**src/rtl/cic_comb_decimator.sv**
```systemverilog
// First-order CIC comb stage: decimates the integrator stream by DECIM_FACTOR and emits
// data_i - data_i(previous window). Define CIC_COMB_OVF_FLAG_EN to add the sticky ovf_o flag.
module cic_comb_decimator #(
  parameter int unsigned BW           = 8,
  parameter int unsigned DECIM_FACTOR = 32
) (
  input  logic          clk_i,
  input  logic          rst_n_i,
  input  logic          en_i,
  input  logic [BW-1:0] data_i,
  input  logic          valid_i,
  output logic [BW-1:0] data_o,
  output logic          valid_o
`ifdef CIC_COMB_OVF_FLAG_EN
  ,
  output logic          ovf_o
`endif
);

  localparam int unsigned CntW = (DECIM_FACTOR > 2) ? $clog2(DECIM_FACTOR) : 1;
  localparam logic [CntW-1:0] CntLast = CntW'(DECIM_FACTOR - 1);

  typedef enum logic {StPrime, StRun} state_e;

  state_e          state_q, state_d;
  logic [CntW-1:0] cnt_q, cnt_d;
  logic [BW-1:0]   dly_q, dly_d;
  logic [BW-1:0]   data_q, data_d;
  logic            valid_q, valid_d;
  logic [BW-1:0]   diff;

  // Modular subtraction undoes integrator wrap-around.
  assign diff = data_i - dly_q;

`ifdef CIC_COMB_OVF_FLAG_EN
  logic          ovf_q, ovf_d;
  logic [BW-1:0] diff_mag;
  logic          diff_big;

  // Magnitude as unsigned BW bits; -2^(BW-1) maps to 2^(BW-1) correctly.
  assign diff_mag = diff[BW-1] ? (~diff + BW'(1)) : diff;
  assign diff_big = {1'b0, diff_mag} > (BW+1)'(DECIM_FACTOR);
`endif

  always_comb begin
    state_d = state_q;
    cnt_d   = cnt_q;
    dly_d   = dly_q;
    data_d  = data_q;
    valid_d = 1'b0;
`ifdef CIC_COMB_OVF_FLAG_EN
    ovf_d   = ovf_q;
`endif
    if (!en_i) begin
      state_d = StPrime;
      cnt_d   = '0;
      dly_d   = '0;
`ifdef CIC_COMB_OVF_FLAG_EN
      ovf_d   = 1'b0;
`endif
    end else if (valid_i) begin
      if (cnt_q == CntLast) begin
        cnt_d = '0;
        dly_d = data_i;
        unique case (state_q)
          StPrime: state_d = StRun;
          StRun: begin
            data_d  = diff;
            valid_d = 1'b1;
`ifdef CIC_COMB_OVF_FLAG_EN
            if (diff_big) ovf_d = 1'b1;
`endif
          end
          default: state_d = StPrime;
        endcase
      end else begin
        cnt_d = cnt_q + CntW'(1);
      end
    end
  end

  always_ff @(posedge clk_i or negedge rst_n_i) begin
    if (!rst_n_i) begin
      state_q <= StPrime;
      cnt_q   <= '0;
      dly_q   <= '0;
      data_q  <= '0;
      valid_q <= 1'b0;
    end else begin
      state_q <= state_d;
      cnt_q   <= cnt_d;
      dly_q   <= dly_d;
      data_q  <= data_d;
      valid_q <= valid_d;
    end
  end

`ifdef CIC_COMB_OVF_FLAG_EN
  always_ff @(posedge clk_i or negedge rst_n_i) begin
    if (!rst_n_i) ovf_q <= 1'b0;
    else          ovf_q <= ovf_d;
  end

  assign ovf_o = ovf_q;
`endif

  assign data_o  = data_q;
  assign valid_o = valid_q;

endmodule

```
**config.mk**
```make
export PLATFORM = sky130hd
export DESIGN_NAME = cic_comb_decimator
export DESIGN_NICKNAME = d
export VERILOG_FILES = /design/src/rtl/cic_comb_decimator.sv
export SDC_FILE = /design/constraint.sdc
export NUM_CORES = 1
export LEC_CHECK = 0
export CAP_MARGIN = 20
export CORE_ASPECT_RATIO = 1.2
export CORE_MARGIN = 4
export CORE_UTILIZATION = 57
export CTS_CLUSTER_SIZE = 25
export DETAILED_ROUTE_END_ITERATION = 6
export GPL_ROUTABILITY_DRIVEN = 0
export PLACE_DENSITY = 0.88
export REMOVE_ABC_BUFFERS = 1
export SETUP_SLACK_MARGIN = 0.02
export SYNTH_ARGS = -nofsm -noshare
export SYNTH_HDL_FRONTEND = slang
export SYNTH_SLANG_ARGS = --single-unit
```
**constraint.sdc**
```tcl
create_clock -name clk_i -period 3.6 [get_ports clk_i]
set_clock_uncertainty 0.2 [all_clocks]
set_input_delay 0.72 -clock clk_i [delete_from_list [all_inputs] [get_ports clk_i]]
set_output_delay 0.72 -clock clk_i [all_outputs]
set_load 0.02 [all_outputs]
```
Word-level counts from Yosys, hierarchy flattened
Cells that the tools add are included.
{"block": "totals", "in_bits": 12, "ff_bits": 23, "elab_cells": 25, "out_inout_bits": 9}
{"block": "classes", "eq_ne": 3, "reduce_logical": 2, "add_sub_neg": 2, "n_mux": 13}
{"op": "$mux 8", "count": 3}
{"op": "$mux 5", "count": 3}
{"op": "$sub 8x8->8", "count": 1}
{"op": "$mux 1", "count": 7}
{"op": "$add 5x1->5 const B", "count": 1}
{"op": "$eq 5x5->1 const B", "count": 1}
{"op": "$ne 2x1->1 const B", "count": 2}
{"op": "$reduce_and 4->1", "count": 1}
{"op": "$reduce_and 2->1", "count": 1}

Logic depth before layout (Yosys ltp)
Gate-level depths: netlist (run 1).
{"block": "logic_depth", "ltp_word": 4, "mapped_depth": 9, "ltp_nobuf": 8}

Least setup slack after synthesis (run 1)
Ideal clock, no wire load.
{"block": "synth_timing", "path_kind": "in2reg", "start": "in data_i[4]", "end": "reg data_q[7] (netlist: data_o[7])", "stages": 5, "n_path_buf": 0, "arrival_ns": 2.000, "setup_time_ns": 0.068, "setup_slack_ns": 1.332, "t_required_ns": 3.332, "path_cell_list": "ha_1 > a21o_1 > a2111o_1 > or3_1 > nand3_1"}
{"block": "synth_between", "elab_chain_len": 1}
{"element": "from (decl)", "line_no": "10", "rtl": "input logic [BW-1:0] data_i,"}
{"element": "$sub 8x8->8", "line_no": "33", "rtl": "assign diff = data_i - dly_q;"}
{"element": "to (signal assigned)", "line_no": "93", "rtl": "data_q <= data_d;"}
{"element": "to (decl)", "line_no": "28", "rtl": "logic [BW-1:0] data_q, data_d;"}
No other way between the ends.
A chain may end at the register's enable or synchronous reset.

Final worst setup path (run 1)
{"block": "layout_timing", "start": "in en_i", "end": "reg data_q[7] (netlist: data_o[7])"}
{"block": "layout_between", "elab_chain_len": 1}
{"element": "from (decl)", "line_no": "9", "rtl": "input logic en_i,"}
{"element": "$reduce_and 4->1 (no line)"}
No other way between the ends.

==> run summary, run 1 <==
Fmax: 380 MHz
Final Instance Area: 1640 um^2
Num ports: 21
Wire length of the first global-routing pass: 4410 um
CTS max path bufs: 2
P&R area growth vs syn: 19.8%
Multi-input gate area: 731 um^2
Dpl cell area: 1590 um^2
Final net count: 189
Logic gate share of total power: 13.2%
Clk pwr share: 27.3%
Dominant synthesized flop cell: dfrtp_1
Slew Viols, Final: 0
DR vias/cell: 5.58
Initial Util: 60.0%
Gr ovfl total: 0
Most common cell after layout, fill and taps aside: nand2_1
Worst slack, placed: 0.643 ns
Slew @ Worst Pin: 0.419 ns
Period utilization: 73.1%
Critical path class: in2reg
FFs w/ async S/R, synth: 100%
Synthesized area: 1370 um^2
Post-Layout Cell Count: 197
Fillcell total: 191
Largest net degree at the start of global routing: 24
Synth Area per Inst: 9.45 um^2
Pint: 0.331 mW
DP Wirelength: 2020 um
Rel. slew slack: 72.0%
Post-CTS Repair Setup Buffers: 0
CTS tree: built
H-tree Lvls: 1
Crit path max fanout: 15
Sequential fraction of the synthesis area: 42.0%
Die Wd: 52.8 um
CP required: 3.66 ns
Num rows: 19
CP Launch Type: input pin
Cell variety after synth: 37
Part of the power in registers: 59.5%
# resized after CTS: 0
Pwr Density: 268 nW/um^2
Root buffer cell: clkbuf_4
Number of flops mapped to enable cells by yosys: 0
Clock slew at reported path FFs: 0.13 ns
Share of layout cells above drive strength 1: 6.02%
DR iter-0 viols: 23
Top post-synthesis cells by area: dfrtp_1 (42%), ha_1 (8.2%), nand2_1 (7.7%)
Antenna cells: 0
Final setup violation count: 0
Hold_buf cts: 0
Unrepaired setup endpoints after global routing: no
Switching Fraction: 24.7%
Vias in the first global route: 1051
Die Ht: 61.7 um
Die area: 3260 um^2
Finished Core Util: 71.9%
FF+latch count, synth: 23
Post-Route WL: 2620 um
Hold Fails Final Rpt: 0
Remaining antenna violation count: 0
Max-Cap Viols: 0
Switching power: 0.109 mW
Via count: 1099
Total iterations of the first detailed-routing run: 4
Leakage: 0.711 nW
Most frequent cells in the layout: nand2_1 (28), dfrtp_1 (23), clkdlybuf4s50_1 (20)
Critical Path AT: 2.69 ns
Placed insts: 192
Crit. End Element: register
Hold Path Class: reg2reg
TritonCTS Buffers: 3
Area leader, netlist: dfrtp_1
DR WL/cell: 13.3 um
Clk Latency, worst-skew pair: 0.32 ns
DRC: 0
Worst IR Drop VDD: 0.256 mV
Port buffer count: 20
Final hold slack: 0.289 ns
Setup Total Neg Slack: 0 ns
Top cell type's share of synthesized area: 42.0%
Antenna violations before repair: 0
Post-route worst setup slack: 0.968 ns
Register Area: 576 um^2
Status: finished, final reports clean
Tot GR Track Use: 18.6%
CTS sink count: 23
Post-layout min period: 2.63 ns
Yosys Warn Count: 0
Total power: 0.440 mW
Syn Inst Count: 145
Core ar.: 2280 um^2
-- cells in the mapped netlist, drive strengths merged (3+ instances only) --
| library cell | number |
|---|---|
| clkbuf | 3 |
| mux2i | 4 |
| nand2b | 4 |
| nor2 | 3 |
| nor3b | 5 |
| dfrtp | 23 |
| nor2b | 5 |
| a21oi | 3 |
| o21ai | 9 |
| nand2 | 28 |
| a211oi | 6 |
| ha | 9 |
| inv | 9 |
| a21boi | 8 |
-- state kept, by name, summed over array words and instances, names as in the netlist --
name,cells
cnt_q,5
data_o,8
dly_q,8
state_q,1
valid_o,1
-- power groups by stage --
stage          clock network, mW  registers, mW  logic, mW
3_3_place_gp                   0          0.267     0.0525
5_1_grt                    0.135          0.263     0.0642
2_1_floorplan                  0          0.267     0.0264
3_5_place_dp                   0          0.267     0.0542
6_report                   0.120          0.262     0.0580
4_1_cts                    0.126          0.262     0.0545
-- per-layer routing --
| metal | vias up | track usage, % | wire [um] |
|---|---|---|---|
| met4 | 0 | 9.85 | 36 |
| met3 | 6 | 2.86 | 109 |
| li1 | 549 | - | - |
| met5 | - | 0 | 0 |
| met1 | 522 | 21.5 | 1120 |
| met2 | 22 | 33.3 | 1360 |
-- area by class of cell --
cell class,count,share of cell area [%]
Multi-Input combinational cell,108,44.5
Tap cell,31,2.36
Timing Repair Buffer,22,14.3
Inverter,9,2.06
Clock inverter,1,0.305
Clock buffer,3,1.37
Sequential cell,23,35.1
-- critical path: stages --
cell and delay (ns):
clkdlybuf4s50_1 0.72, nand4_2 0.36, a2111o_1 0.46, or3_1 0.32, nand3_1 0.09
-- path summary, 6_finish.rpt --
kind / start / end / slack, ns / cells past startpoint
worst max register to register: cnt_q[0]$_DFFE_PN0P_ / data_o[7]$_DFFE_PN0P_ / 1.09 / 7
min in group asynchronous: rst_n_i / data_o[3]$_DFFE_PN0P_ / 0.45 / 1
worst min register to register: data_o[3]$_DFFE_PN0P_ / data_o[3]$_DFFE_PN0P_ / 0.29 / 2
max in group asynchronous: rst_n_i / dly_q[6]$_DFFE_PN0P_ / 2.34 / 2
worst min-delay path: data_o[3]$_DFFE_PN0P_ / data_o[3]$_DFFE_PN0P_ / 0.29 / 2
worst max-delay path: en_i / data_o[7]$_DFFE_PN0P_ / 0.97 / 5
-- cell families after synthesis --
logic type / synth area share [%]
AOI/OAI and AO/OA: 17.6
xor gates and xnor gates: 1.28
adders and majority gates: 9.68
buffers and inverters: 4.66
DFF: 42.0
muxes: 2.92
and+or+nand+nor: 21.8
Power figures use the tool's default switching activity.
==> inputs of run 2 (changes only) <==
- CORE_UTILIZATION: 57 -> 48
- PLACE_DENSITY: 0.88 -> 0.79
- clock period: 3.6 -> 2.37 ns (I/O delays scaled with it)
==> run 2 against run 1 <==
  * Final area rose by 5.4%
  * Sequential power rose by 52%
  * Routed wire length rose by 8.5%
  * Sequential share of layout area fell by 1.8 points
  * Power rose by 55%
  * Clock-buffer cell count rose by 1
==> run summary, run 2 (synthesis gave the netlist of run 1 again) <==
Post-route worst setup slack: 0.141 ns (-0.827 ns)
Pwr Density: 395 nW/um^2 (+47%)
Wire length of the first global-routing pass: 5060 um (+15%)
Port buffer count: 20 (unchanged)
Hold_buf cts: 0 (unchanged)
Critical Path Max Stage Delay: 0.42 ns (-0.30 ns)
Initial Util: 52.1% (-7.9 points)
Post-layout min period: 2.23 ns
Clk pwr share: 27.4% (about the same)
Logic gate share of total power: 14.4% (+1.2 points)
Num rows: 20 (+1)
Final setup violation count: 0 (unchanged)
Fillcell total: 218 (+14%)
Most frequent cells in the layout: nand2_1 (28), dfrtp_1 (23), clkdlybuf4s50_1 (20), buf_4 (16)
FF-to-FF Start: cnt_q[0]$_DFFE_PN0P_
Antenna cells: 0 (unchanged)
Crit path max fanout: 8 (-7)
Rel. slew slack: 75.3% (+3.3 points)
Share of layout cells above drive strength 1: 13.3% (+7.3 points)
Worst IR Drop VDD: 0.303 mV (+18%)
Reg2Reg Depth: 7 (unchanged)
Hold Path Class: in2async
Part of the power in registers: 58.2% (-1.3 points)
Hold Fails Final Rpt: 0 (unchanged)
CTS sink count: 23 (unchanged)
Antenna violations before repair: 0 (unchanged)
Root buffer cell: clkbuf_4
Crit path max-delay family: simple AND/OR/NAND/NOR gates
DR vias/cell: 5.47 (-1.9%)
Core ar.: 2630 um^2 (+15%)
Die Ht: 66.5 um (+7.8%)
Crit-path cells: ha_1 > and3_1 > ha_2 > nand4_2 > a2111o_1 > or3_1 > nand3_1
TritonCTS Buffers: 3 (unchanged)
Post-CTS Repair Setup Buffers: 0 (unchanged)
Largest net degree at the start of global routing: 24 (unchanged)
Status: finished, final reports clean
Switching power: 0.170 mW (+57%)
Final net count: 203 (+7.4%)
Num ports: 21 (unchanged)
Max-Cap Viols: 0 (unchanged)
Slew @ Worst Pin: 0.368 ns (-0.0511 ns)
R2R Setup Slk: 0.14 ns (-0.95 ns)
Tot GR Track Use: 16.9% (-1.8 points)
Unrepaired setup endpoints after global routing: no
Clk Latency, worst-skew pair: 0.32 ns (about the same)
DR WL/cell: 13.3 um (+0.33%)
Leakage: 0.764 nW (+7.4%)
Remaining antenna violation count: 0 (unchanged)
Clock slew at reported path FFs: 0.13 ns (about the same)
CTS max path bufs: 2 (unchanged)
Period utilization: 94.1%
Pint: 0.513 mW (+55%)
Setup Total Neg Slack: 0 ns (unchanged)
Vias in the first global route: 1226 (+17%)
CTS tree: built
Gr ovfl total: 0 (unchanged)
Crit. End Element: register
Switching Fraction: 24.9% (+0.21 points)
CP required: 2.43 ns (-1.23 ns)
Critical R2R Capture: data_o[7]$_DFFE_PN0P_
Number of buffer and inverter stages on the critical path: 0 (-1)
Critical Path AT: 2.29 ns (-0.40 ns)
H-tree Lvls: 1 (unchanged)
Total iterations of the first detailed-routing run: 4 (unchanged)
Die Wd: 56.8 um (+7.6%)
Critical path class: reg2reg
CP Launch Type: register
Fmax: 449 MHz
Slew Viols, Final: 0 (unchanged)
Slowest-stage cell, CP: dfrtp_1
DRC: 0 (unchanged)
DP Wirelength: 2290 um (+14%)
Via count: 1166 (+6.1%)
Worst slack, placed: -0.180 ns (-0.823 ns)
DR iter-0 viols: 21 (-8.7%)
Post-Route WL: 2840 um (+8.5%)
Die area: 3780 um^2 (+16%)
Most common cell after layout, fill and taps aside: nand2_1
P&R area growth vs syn: 26.3%
## run 2: what timing repair did
action | in CTS | in global routing
endpoints found under the setup margin | 0 | 2
gates resized for setup | 0 | 1
endpoints found under the hold margin | 0 | 0
## run 2: cell type report
cell class | count | area, um^2 | share of cell area, %
sequential | 23 | 576 | 33.3
clock buffer | 4 | 26.3 | 1.52
inverter | 9 | 33.8 | 1.95
timing repair buffer | 36 | 320 | 18.5
multi-input combinational | 108 | 733 | 42.4
tap | 33 | 41.3 | 2.39
## run 2: per-stage QoR
| stage | total power [mW] | instances | utilization (%) | area (um^2) | hold WS [ns] |
|---|---|---|---|---|---|
| after global placement | 0.500 | 209 | 64.8 | 1700 | 0.258 |
| final | 0.684 | 213 | 65.9 | 1730 | 0.287 |
| after global routing | 0.724 | 213 | 65.9 | 1730 | 0.306 |
| after CTS | 0.699 | 213 | 65.8 | 1730 | 0.284 |
| after floorplan | 0.445 | 140 | - | 1340 | -0.0216 |
| after detailed placement | 0.505 | 209 | 64.8 | 1700 | 0.262 |
## run 2: routing by layer
metal,track usage [%],vias up,part of all wire [%]
li1,-,575,-
met1,18.2,566,40
met2,32.4,17,54
met3,1.94,8,3.0
met4,7.83,0,2.6
met5,0,-,0
## run 2: worst max-delay path by stage
stage | slack (ns) | startpoint | cells after the start | end
after global placement | -0.12 | data_i[0] | 9 | data_o[6]$_DFFE_PN0P_
after global routing | 0.02 | cnt_q[0]$_DFFE_PN0P_ | 9 | data_o[5]$_DFFE_PN0P_
after floorplan | 0.03 | cnt_q[0]$_DFFE_PN0P_ | 7 | data_o[7]$_DFFE_PN0P_
final | 0.14 | cnt_q[0]$_DFFE_PN0P_ | 7 | data_o[7]$_DFFE_PN0P_
after CTS | 0.05 | cnt_q[0]$_DFFE_PN0P_ | 7 | data_o[7]$_DFFE_PN0P_
after detailed placement | -0.18 | data_i[4] | 6 | data_o[7]$_DFFE_PN0P_
## run 2: power by group through the flow
stage / clock network (mW) / registers, mW / logic [mW]
final: 0.187 / 0.398 / 0.0981
after global routing: 0.216 / 0.399 / 0.109
after CTS: 0.201 / 0.398 / 0.0992
after detailed placement: 0 / 0.406 / 0.0989
after global placement: 0 / 0.405 / 0.0951
after floorplan: 0 / 0.405 / 0.0401
